--- src/rtl/vin_pixel_packer_pkg.sv ---
// vin_pack_pkg: slot geometry, FSM states and pixel-to-slot conversion; VIN_PACK_RGB565_EN selects 16-bit RGB565 slots.
package vin_pack_pkg;
`ifdef VIN_PACK_RGB565_EN
  localparam int SLOT_BITS = 16;
`else
  localparam int SLOT_BITS = 32;
`endif
  localparam int PIX_PER_WORD = 128 / SLOT_BITS;
  typedef enum logic {S_SYNC, S_FRAME} state_t;
  function automatic logic [15:0] rgb565(input logic [23:0] p);
    return {p[23:19], p[15:10], p[7:3]};
  endfunction
  function automatic logic [SLOT_BITS-1:0] to_slot(input logic [23:0] p);
`ifdef VIN_PACK_RGB565_EN
    return rgb565(p);
`else
    return {8'h00, p};
`endif
  endfunction
endpackage

--- src/rtl/vin_pixel_packer_if.sv ---
// vin_pixel_packer_if: video input bus plus write-FIFO side of the pixel packer.
interface vin_pixel_packer_if #(parameter int WORD_WIDTH = 128);
  logic vin_vs;
  logic vin_hs;
  logic vin_de;
  logic [23:0] vin_data;
  logic fifo_full;
  logic wr_en;
  logic [WORD_WIDTH-1:0] wr_data;
  modport master (output vin_vs, vin_hs, vin_de, vin_data, fifo_full, input wr_en, wr_data);
  modport slave (input vin_vs, vin_hs, vin_de, vin_data, fifo_full, output wr_en, wr_data);
endinterface

--- src/rtl/vin_timing_meter.sv ---
// vin_timing_meter: registered vs/de edge detection, saturating pixel/line counters and per-frame resolution latch.
module vin_timing_meter #(parameter int CNT_WIDTH = 12) (
  input  logic clk,
  input  logic rst,
  input  logic vs,
  input  logic de,
  input  logic framing,
  output logic de_q,
  output logic vs_rise,
  output logic de_fall,
  output logic [CNT_WIDTH-1:0] meas_width,
  output logic [CNT_WIDTH-1:0] meas_height,
  output logic meas_valid
);
  localparam logic [CNT_WIDTH-1:0] MAX = '1;
  logic vs_q, vs_d, de_d;
  logic [CNT_WIDTH-1:0] pix_cnt, line_cnt, cur_width;
  assign vs_rise = vs_q & ~vs_d;
  assign de_fall = de_d & ~de_q;
  always_ff @(posedge clk) begin
    if (rst) begin
      {vs_q, vs_d, de_q, de_d} <= '0;
      pix_cnt <= '0;
      line_cnt <= '0;
      cur_width <= '0;
      meas_width <= '0;
      meas_height <= '0;
      meas_valid <= 1'b0;
    end else begin
      {vs_q, vs_d, de_q, de_d} <= {vs, vs_q, de, de_q};
      if (vs_rise) begin
        if (framing) begin
          meas_width <= cur_width;
          meas_height <= line_cnt;
          meas_valid <= line_cnt != '0;
        end
        pix_cnt <= '0;
        line_cnt <= '0;
        cur_width <= '0;
      end else if (de_fall) begin
        line_cnt <= line_cnt + CNT_WIDTH'(line_cnt != MAX);
        cur_width <= pix_cnt;
        pix_cnt <= '0;
      end else if (de_q) begin
        pix_cnt <= pix_cnt + CNT_WIDTH'(pix_cnt != MAX);
      end
    end
  end
endmodule

--- src/rtl/vin_pixel_packer.sv ---
// vin_pixel_packer: packs DE-qualified pixels into FIFO words with line-end flush and drop-on-full; VIN_PACK_RGB565_EN selects RGB565 slots.
module vin_pixel_packer import vin_pack_pkg::*; #(
  parameter int WORD_WIDTH = 128,
  parameter int CNT_WIDTH = 12
) (
  input  logic clk,
  input  logic rst,
  vin_pixel_packer_if.slave bus,
  input  logic ovf_clr,
  output logic frame_start,
  output logic overflow,
  output logic [CNT_WIDTH-1:0] meas_width,
  output logic [CNT_WIDTH-1:0] meas_height,
  output logic meas_valid
);
  localparam int PPW = WORD_WIDTH / SLOT_BITS;
  localparam int KW = PPW > 1 ? $clog2(PPW) : 1;
  state_t state, state_n;
  logic [23:0] data_q;
  logic de_q, vs_rise, de_fall, pix, last, emit;
  logic [KW-1:0] k;
  logic [WORD_WIDTH-1:0] acc, acc_n, word;
  vin_timing_meter #(.CNT_WIDTH(CNT_WIDTH)) u_meter (
    .clk(clk), .rst(rst), .vs(bus.vin_vs), .de(bus.vin_de), .framing(state == S_FRAME),
    .de_q(de_q), .vs_rise(vs_rise), .de_fall(de_fall),
    .meas_width(meas_width), .meas_height(meas_height), .meas_valid(meas_valid)
  );
  always_ff @(posedge clk) begin
    if (rst) state <= S_SYNC;
    else state <= state_n;
  end
  always_comb begin
    state_n = vs_rise ? S_FRAME : state;
  end
  // a vs edge outranks any pixel or line end in the same cycle, so pending slots are discarded
  assign pix = de_q && state == S_FRAME && !vs_rise;
  assign last = k == KW'(PPW - 1);
  assign emit = pix ? last : (de_fall && !vs_rise && k != '0);
  assign word = pix ? acc_n : acc;
  always_comb begin
    acc_n = acc;
    acc_n[k*SLOT_BITS +: SLOT_BITS] = to_slot(data_q);
  end
  always_ff @(posedge clk) begin
    if (rst) begin
      data_q <= '0;
      k <= '0;
      acc <= '0;
      bus.wr_en <= 1'b0;
      bus.wr_data <= '0;
      frame_start <= 1'b0;
      overflow <= 1'b0;
    end else begin
      data_q <= bus.vin_data;
      frame_start <= vs_rise;
      bus.wr_en <= emit && !bus.fifo_full;
      if (emit && !bus.fifo_full) bus.wr_data <= word;
      overflow <= (emit && bus.fifo_full) || (overflow && !ovf_clr);
      if (vs_rise || emit) begin
        k <= '0;
        acc <= '0;
      end else if (pix) begin
        k <= k + 1'b1;
        acc <= acc_n;
      end
    end
  end
endmodule

--- src/flat_wrapper.sv ---
// flat-port wrapper written by rule: the top's interface ports become plain ports
module vin_pixel_packer_flat import vin_pack_pkg::*;
#(
  parameter int WORD_WIDTH = 128,
  parameter int CNT_WIDTH = 12
)
  (clk, rst, ovf_clr, frame_start, overflow, meas_width, meas_height, meas_valid, bus_vin_vs, bus_vin_hs, bus_vin_de, bus_vin_data, bus_fifo_full, bus_wr_en, bus_wr_data);
  vin_pixel_packer_if #(.WORD_WIDTH(WORD_WIDTH)) bus_i ();
  input  logic clk;
  input  logic rst;
  input  logic ovf_clr;
  output logic frame_start;
  output logic overflow;
  output logic [CNT_WIDTH-1:0] meas_width;
  output logic [CNT_WIDTH-1:0] meas_height;
  output logic meas_valid;
  input wire logic [$bits(bus_i.vin_vs)-1:0] bus_vin_vs;
  input wire logic [$bits(bus_i.vin_hs)-1:0] bus_vin_hs;
  input wire logic [$bits(bus_i.vin_de)-1:0] bus_vin_de;
  input wire logic [$bits(bus_i.vin_data)-1:0] bus_vin_data;
  input wire logic [$bits(bus_i.fifo_full)-1:0] bus_fifo_full;
  output wire logic [$bits(bus_i.wr_en)-1:0] bus_wr_en;
  output wire logic [$bits(bus_i.wr_data)-1:0] bus_wr_data;
  assign bus_i.vin_vs = bus_vin_vs;
  assign bus_i.vin_hs = bus_vin_hs;
  assign bus_i.vin_de = bus_vin_de;
  assign bus_i.vin_data = bus_vin_data;
  assign bus_i.fifo_full = bus_fifo_full;
  assign bus_wr_en = bus_i.wr_en;
  assign bus_wr_data = bus_i.wr_data;
  vin_pixel_packer #(.WORD_WIDTH(WORD_WIDTH), .CNT_WIDTH(CNT_WIDTH)) u_core (.clk(clk), .rst(rst), .bus(bus_i), .ovf_clr(ovf_clr), .frame_start(frame_start), .overflow(overflow), .meas_width(meas_width), .meas_height(meas_height), .meas_valid(meas_valid));
endmodule
--- config.mk ---
export PLATFORM = sky130hd
export DESIGN_NAME = vin_pixel_packer_flat
export DESIGN_NICKNAME = d
export VERILOG_FILES = /design/src/rtl/vin_pixel_packer_pkg.sv /design/src/rtl/vin_pixel_packer_if.sv /design/src/rtl/vin_timing_meter.sv /design/src/rtl/vin_pixel_packer.sv /design/src/flat_wrapper.sv
export SDC_FILE = /design/constraint.sdc
export NUM_CORES = 1
export LEC_CHECK = 0
export CORE_ASPECT_RATIO = 0.8
export CORE_MARGIN = 3
export CORE_UTILIZATION = 50
export DETAILED_ROUTE_END_ITERATION = 16
export HOLD_SLACK_MARGIN = 0.12
export MAX_ROUTING_LAYER = met4
export PLACE_DENSITY = 0.71
export SLEW_MARGIN = 20
export SYNTH_ARGS = -nofsm -noshare
export SYNTH_HDL_FRONTEND = slang
export SYNTH_SLANG_ARGS = --single-unit
--- constraint.sdc ---
create_clock -name clk -period 4.05 [get_ports clk]
set_input_delay 1.0125 -clock clk [delete_from_list [all_inputs] [get_ports clk]]
set_output_delay 1.0125 -clock clk [all_outputs]
set_load 0.02 [all_outputs]
==> run metrics, run 1 <==
P per Cell Area=435 nW/µm²; starting density of the core=51.1%; cell internal pwr=5410 µW; Clock Pin Slew Worst Setup and Hold Paths=60 ps; routed wire length=29900 µm; total negative slack=0 ps; setup slack after layout=1050 ps; warnings from Yosys=0; Worst Clk Skew=21.4 ps; worst setup path category=reg -> reg; #FFs+latches synth=351; vias=9584; Residual DRC=0; Simple-Gate Fraction of Synth Area=21.8%; share of synthesized registers carrying an async set or reset=0%; area of the mapped netlist=12500 µm²; Seq/Total Area, Yosys=56.1%; DRT Pass-1 Iters=5; Final Max Slew Viols=0; status=finished, final reports clean; endpoints failing setup=0; post-CTS resize count=0; Data required, critical path=4460 ps; met1 Usage GRT=32.2%; port bufs=185; Root Buffer=clkbuf_16; Iteration-0 DRC Markers=551; clk buf depth=3; met3 usage=3.32%; Fillers=2072; cell chain of the critical path=inv_1 -> ha_1 -> or3b_1 -> a211oi_4 -> buf_12 -> nor2_1 -> a211oi_1; post-synthesis xor/xnor area fraction=1.26%; Post-synth EDFFs=0; fmax=334 MHz; sequential power share=51.3%; ys flop type=dfxtp_1; CP peak stage delay=840 ps; Vias/cell=5.25; Worst-Margin Slew=952 ps; H-tree Lvls=2; Detail Route Antenna Nets=0; CTS Hold Bufs=0; syn_nets=1385; post-synthesis cell type count=35; total grt overflow=0; detailed placer's ending HPWL=19400 µm; initial antenna violation count=2; post-layout min period=3000 ps; Setup WS pre-CTS=990 ps; share of cells above drive strength 1=5.44%; Total Routing Usage GR=22.2%; Ports=187; VDD IR-drop max=0.331 mV; largest family of logic cells by synthesized area=simple AND/OR/NAND/NOR gates; first-pass GRT wire length=47900 µm; complex-gate fraction of the synthesized area=10.3%; cell count after synthesis=1346; CTS Sinks=351; CTS tree=built; Max Cap Viol=0; Crit path arrival time=3410 ps; CTS Buf Count=36; Core Region=24500 µm²; GR peak layer=met2; Die Footprint=27000 µm²; final hold violation count=0; clock power share=46.2%; WL per Instance=16.4 µm; Logic pwr share=2.5%; RSZ-0062 raised after global routing=false; Chip Width=183 µm; CP Launch Type=register; GR met2 Demand/Resource=33.5%; largest net degree at the start of global routing=149; Hold Path Class=reg -> reg; net switching power=1430 µW; fin nets=1521; Net Sw Frac=20.9%; Buf/Inv on CP=2; area grow syn2layout=25.4%; Core Rows=51; Top delay family on crit path=compound AO/OA/AOI/OAI gates; period utilization=74.0%; Die H=148 µm; RePlAce Congestion=0.833; mux cell area share after synthesis=5.91%; Worst Path Max Fanout=70; syn_area_per_cell=9.31 µm²; adder-cell share of the synthesized area=0.799%; postcts setup bufs=0; Worst-Skew Late Latency=510 ps; Leak=0.00589 µW; n_diodes=0; CP Capture Type=register; Max-slew headroom=36.3%; vias in the first global route=9025; Slowest cell on crit path=a211oi_4
## area by class of cell
| cell class | instances | area (µm²) | share of cell area (%) |
|---|---|---|---|
| sequential | 351 | 7030 | 44.7 |
| multi-input combinational | 886 | 5070 | 32.3 |
| inverter | 3 | 11.3 | 0.0717 |
| timing repair buffer | 204 | 2070 | 13.2 |
| clock inverter | 13 | 123 | 0.781 |
| tap | 318 | 398 | 2.53 |
| clock buffer | 51 | 1010 | 6.42 |
## logic make-up (layout without fill, tap and decap cells)
group	after synthesis	in the layout
adders and majority gates	8	8
buffers and inverters	109	271
and+or+nand+nor	584	584
muxes	74	74
xor gates and xnor gates	18	18
DFF	351	351
AOI/OAI and AO/OA	202	202
## layer usage
metal / wire length (µm) / up-vias
li1: - / 4846
met1: 14700 / 4518
met2: 13500 / 187
met3: 1350 / 33
met4: 370 / 0
met5: 0 / -
## state kept, by name, indices dropped and copies added, names as in the netlist, 2 cells and up
signal,flops
u_core.acc,128
u_core.bus.wr_data,128
u_core.data_q,24
u_core.k,2
u_core.u_meter.cur_width,12
u_core.u_meter.line_cnt,12
u_core.u_meter.meas_height,12
u_core.u_meter.meas_width,12
u_core.u_meter.pix_cnt,12
## cells in the mapped netlist, types with 4 or more instances
library cell	number	area, µm²
and2_1	83	519
and3_1	28	175
dfxtp_1	351	7030
xor2_1	11	96.3
nor2b_1	30	188
ha_1	8	100
a21oi_1	100	500
nand2b_1	4	25.0
nor4_1	5	31.3
o21ai_0	4	20.0
clkbuf_1	71	267
nand3_1	68	340
or3_1	5	31.3
a311oi_1	24	210
buf_1	4	15.0
nor2_1	198	743
xnor2_1	7	61.3
a211oi_1	72	541
buf_4	5	37.5
nand4_1	8	50.1
mux2i_1	74	741
nor3_1	6	30.0
buf_2	24	120
nand2_1	140	526
## worst register-to-register path, cell delays in order, from the launching register on
cell      delay [ps]
dfxtp_1          470
inv_1            130
ha_1             310
or3b_1           450
a211oi_4         840
buf_12           350
nor2_1           110
a211oi_1         240
## power groups by stage
stage,clock network (µW),logic (µW),registers [µW]
after floorplan,0,109,3560
after global placement,0,173,3580
after detailed placement,0,175,3580
after CTS,3240,175,3510
after global routing,3390,189,3510
final,3160,172,3510
## through the flow
stage	hold slack (ps)	std cells	instance area (µm²)	utilization (%)	power [µW]
6_report	449	1826	15700	64.1	6840
5_1_grt	466	1826	15700	64.1	7090
4_1_cts	454	1826	15700	64.1	6920
3_5_place_dp	445	1762	14600	59.5	3760
3_3_place_gp	441	1762	14600	59.5	3760
2_1_floorplan	429	1346	12500	-	3670
## placed cells by master (no fill, tap or decap), types with 3 or more instances in the layout
| cell | count |
|---|---|
| a211oi_1 | 72 |
| a21oi_1 | 100 |
| a311oi_1 | 24 |
| and2_1 | 83 |
| and3_1 | 28 |
| and4_1 | 3 |
| buf_12 | 6 |
| buf_4 | 13 |
| clkbuf_1 | 11 |
| clkbuf_16 | 37 |
| clkbuf_8 | 3 |
| clkdlybuf4s50_1 | 184 |
| clkinv_2 | 9 |
| dfxtp_1 | 351 |
| ha_1 | 8 |
| inv_1 | 3 |
| mux2i_1 | 74 |
| nand2_1 | 140 |
| nand2b_1 | 4 |
| nand3_1 | 65 |
| nand3_2 | 3 |
| nand4_1 | 8 |
| nor2_1 | 198 |
| nor2b_1 | 29 |
| nor3_1 | 4 |
| nor4_1 | 5 |
| o21ai_0 | 4 |
| or3_1 | 4 |
| xnor2_1 | 7 |
| xor2_1 | 11 |
## path summary, 6_finish.rpt
kind,startpoint,to,slack [ps],cells past startpoint
min reg2reg,u_core.u_meter.cur_width[10],u_core.u_meter.meas_width[10],450,2
max,u_core.k[0],u_core.bus.wr_data[49],1050,7
max reg2reg,u_core.k[0],u_core.bus.wr_data[49],1050,7
min,u_core.u_meter.cur_width[10],u_core.u_meter.meas_width[10],450,2
Power figures use the tool's default switching activity.
==> run 2, diff against run 1 <==
--- a/config.mk
+++ b/config.mk
@@ -7,7 +7,7 @@
 export LEC_CHECK = 0
 export CORE_ASPECT_RATIO = 0.8
 export CORE_MARGIN = 3
-export CORE_UTILIZATION = 50
+export CORE_UTILIZATION = 48
 export DETAILED_ROUTE_END_ITERATION = 16
 export HOLD_SLACK_MARGIN = 0.12
 export MAX_ROUTING_LAYER = met4
==> constraint.sdc (replaced) <==
create_clock -name clk -period 2.6 [get_ports clk]
set_input_delay 0.65 -clock clk [delete_from_list [all_inputs] [get_ports clk]]
set_output_delay 0.65 -clock clk [all_outputs]
set_load 0.02 [all_outputs]
==> run metrics, run 2 (same netlist as run 1, synthesis figures left out) <==
Worst-Margin Slew=661 ps (-291 ps); Max Cap Viol=0 (unchanged); Max-slew headroom=55.9% (+20 points); Die Footprint=28100 µm² (+4.0%); vias in the first global route=9201 (+2.0%); Root Buffer=clkbuf_16; RSZ-0062 raised after global routing=false; RePlAce Congestion=0.853 (+2.4%); Crit path arrival time=2770 ps (-640 ps); clk buf depth=3 (unchanged); largest net degree at the start of global routing=141 (-5.4%); Die H=150 µm (+2.0%); Core Rows=52 (+2.0%); vias=9734 (+1.6%); detailed placer's ending HPWL=19800 µm (+2.2%); Fillers=2213 (+6.8%); met3 usage=4.42% (+1.1 points); total negative slack=0 ps (unchanged); H-tree Lvls=2 (unchanged); VDD IR-drop max=0.507 mV (+53%); most common cell after layout, fill and taps aside=dfxtp_1; commonest cells after routing, fill and taps aside=dfxtp_1, nor2_1, clkdlybuf4s50_1; Vias/cell=5.21 (-0.77%); Clock Pin Slew Worst Setup and Hold Paths=60 ps (about the same); WL per Instance=16.4 µm (-0.15%); fmax=422 MHz (+26%); Worst Path Max Fanout=42 (-40%); non-filler cells, final=1869 (+2.4%); CTS Sinks=351 (unchanged); GR met2 Demand/Resource=33.8% (+0.26 points); Final Max Slew Viols=0 (unchanged); area of the multi-input gates=5070 µm² (about the same); fin nets=1530 (+0.59%); Total Routing Usage GR=21.8% (-0.47 points); Data required, critical path=3000 ps (-1460 ps); Ports=187 (unchanged); dpl cells=1804 (+2.4%); Worst-Skew Late Latency=500 ps (about the same); CTS Buf Count=36 (unchanged); Hold WS=448 ps (-0.918 ps); total grt overflow=0 (unchanged); Iteration-0 DRC Markers=563 (+2.2%); CP Launch Type=register; final hold violation count=0 (unchanged); Core Region=25500 µm² (+4.1%); share of cells above drive strength 1=6.46% (+1.0 points); port bufs=185 (unchanged); post-layout min period=2370 ps (-625 ps); Finished Core Util=62.6% (-1.5 points); Residual DRC=0 (unchanged); Regs by FF count=u_core.acc x128, u_core.bus.wr_data x128, u_core.data_q x24; endpoints failing setup=0 (unchanged); DRT Pass-1 Iters=5 (unchanged); first-pass GRT wire length=48600 µm (+1.4%); Worst Clk Skew=10.4 ps (-11.0 ps); met1 Usage GRT=29.0% (-3.2 points); Detail Route Antenna Nets=0 (unchanged); Hold Path Class=reg -> reg; initial antenna violation count=2 (unchanged); P per Cell Area=686 nW/µm² (+58%); CP Capture Type=register; worst setup path category=reg -> reg; Chip Width=187 µm (+2.0%); status=finished, final reports clean; Leak=0.00600 µW (+1.9%); routed wire length=30600 µm (+2.2%); Register Area=7030 µm² (about the same); GR peak layer=met2; CTS tree=built; period utilization=91.2% (+17 points); area grow syn2layout=27.4%; starting density of the core=49.1% (-2.0 points)
==> run 2: metal layers <==
metal | share of wire [%] | vias up
li1 | - | 4861
met1 | 48 | 4613
met2 | 45 | 211
met3 | 5.3 | 49
met4 | 2.2 | 0
met5 | 0 | -
==> run 2: power by group <==
part / leakage (µW) / switching, µW / internal, µW
Combinational: 0.00255 / 170 / 106
Clock: 0.000610 / 2030 / 3180
Sequential: 0.00283 / 49.8 / 5410
==> run 2: path summary, 6_finish.rpt <==
check | from | endpoint | slack (ps) | depth (start not counted)
worst max-delay path | u_core.k[0] | u_core.bus.wr_data[35] | 230 | 8
worst min-delay path | u_core.bus.wr_data[120] | u_core.bus.wr_data[120] | 450 | 2
worst max register to register | u_core.k[0] | u_core.bus.wr_data[35] | 230 | 8
worst min register to register | u_core.bus.wr_data[120] | u_core.bus.wr_data[120] | 450 | 2
==> run 2: critical path: stages, from the launching register on <==
cell,delay [ps]
dfxtp_2,400
inv_1,100
ha_1,220
or3b_1,430
a211oi_4,320
buf_12,230
buf_12,230
nor2_1,70
a211oi_1,230
==> run 2: stage by stage <==
stage	power [µW]	instance area [µm²]	setup WS, ps
CTS	11100	16000	98.3
global route	11300	16000	93.5
floorplan	5720	12500	426
global placement	5850	14700	221
finish	10900	16000	229
detailed placement	5850	14700	137
==> run 2: repair_timing <==
item / in CTS / in global routing
endpoints found under the setup margin: 0 / 8
buffers inserted: 0 / 0
resized for setup: 0 / 1
hold buffers: 0 / 0
==> run 2: final cells by class <==
cell class,instances,area share [%]
clock inverter,13,0.894
timing repair buffer,213,13.7
inverter,3,0.0706
antenna,1,0.0157
sequential,351,44.0
tap,351,2.75
clock buffer,51,6.76
multi-input combinational,886,31.8
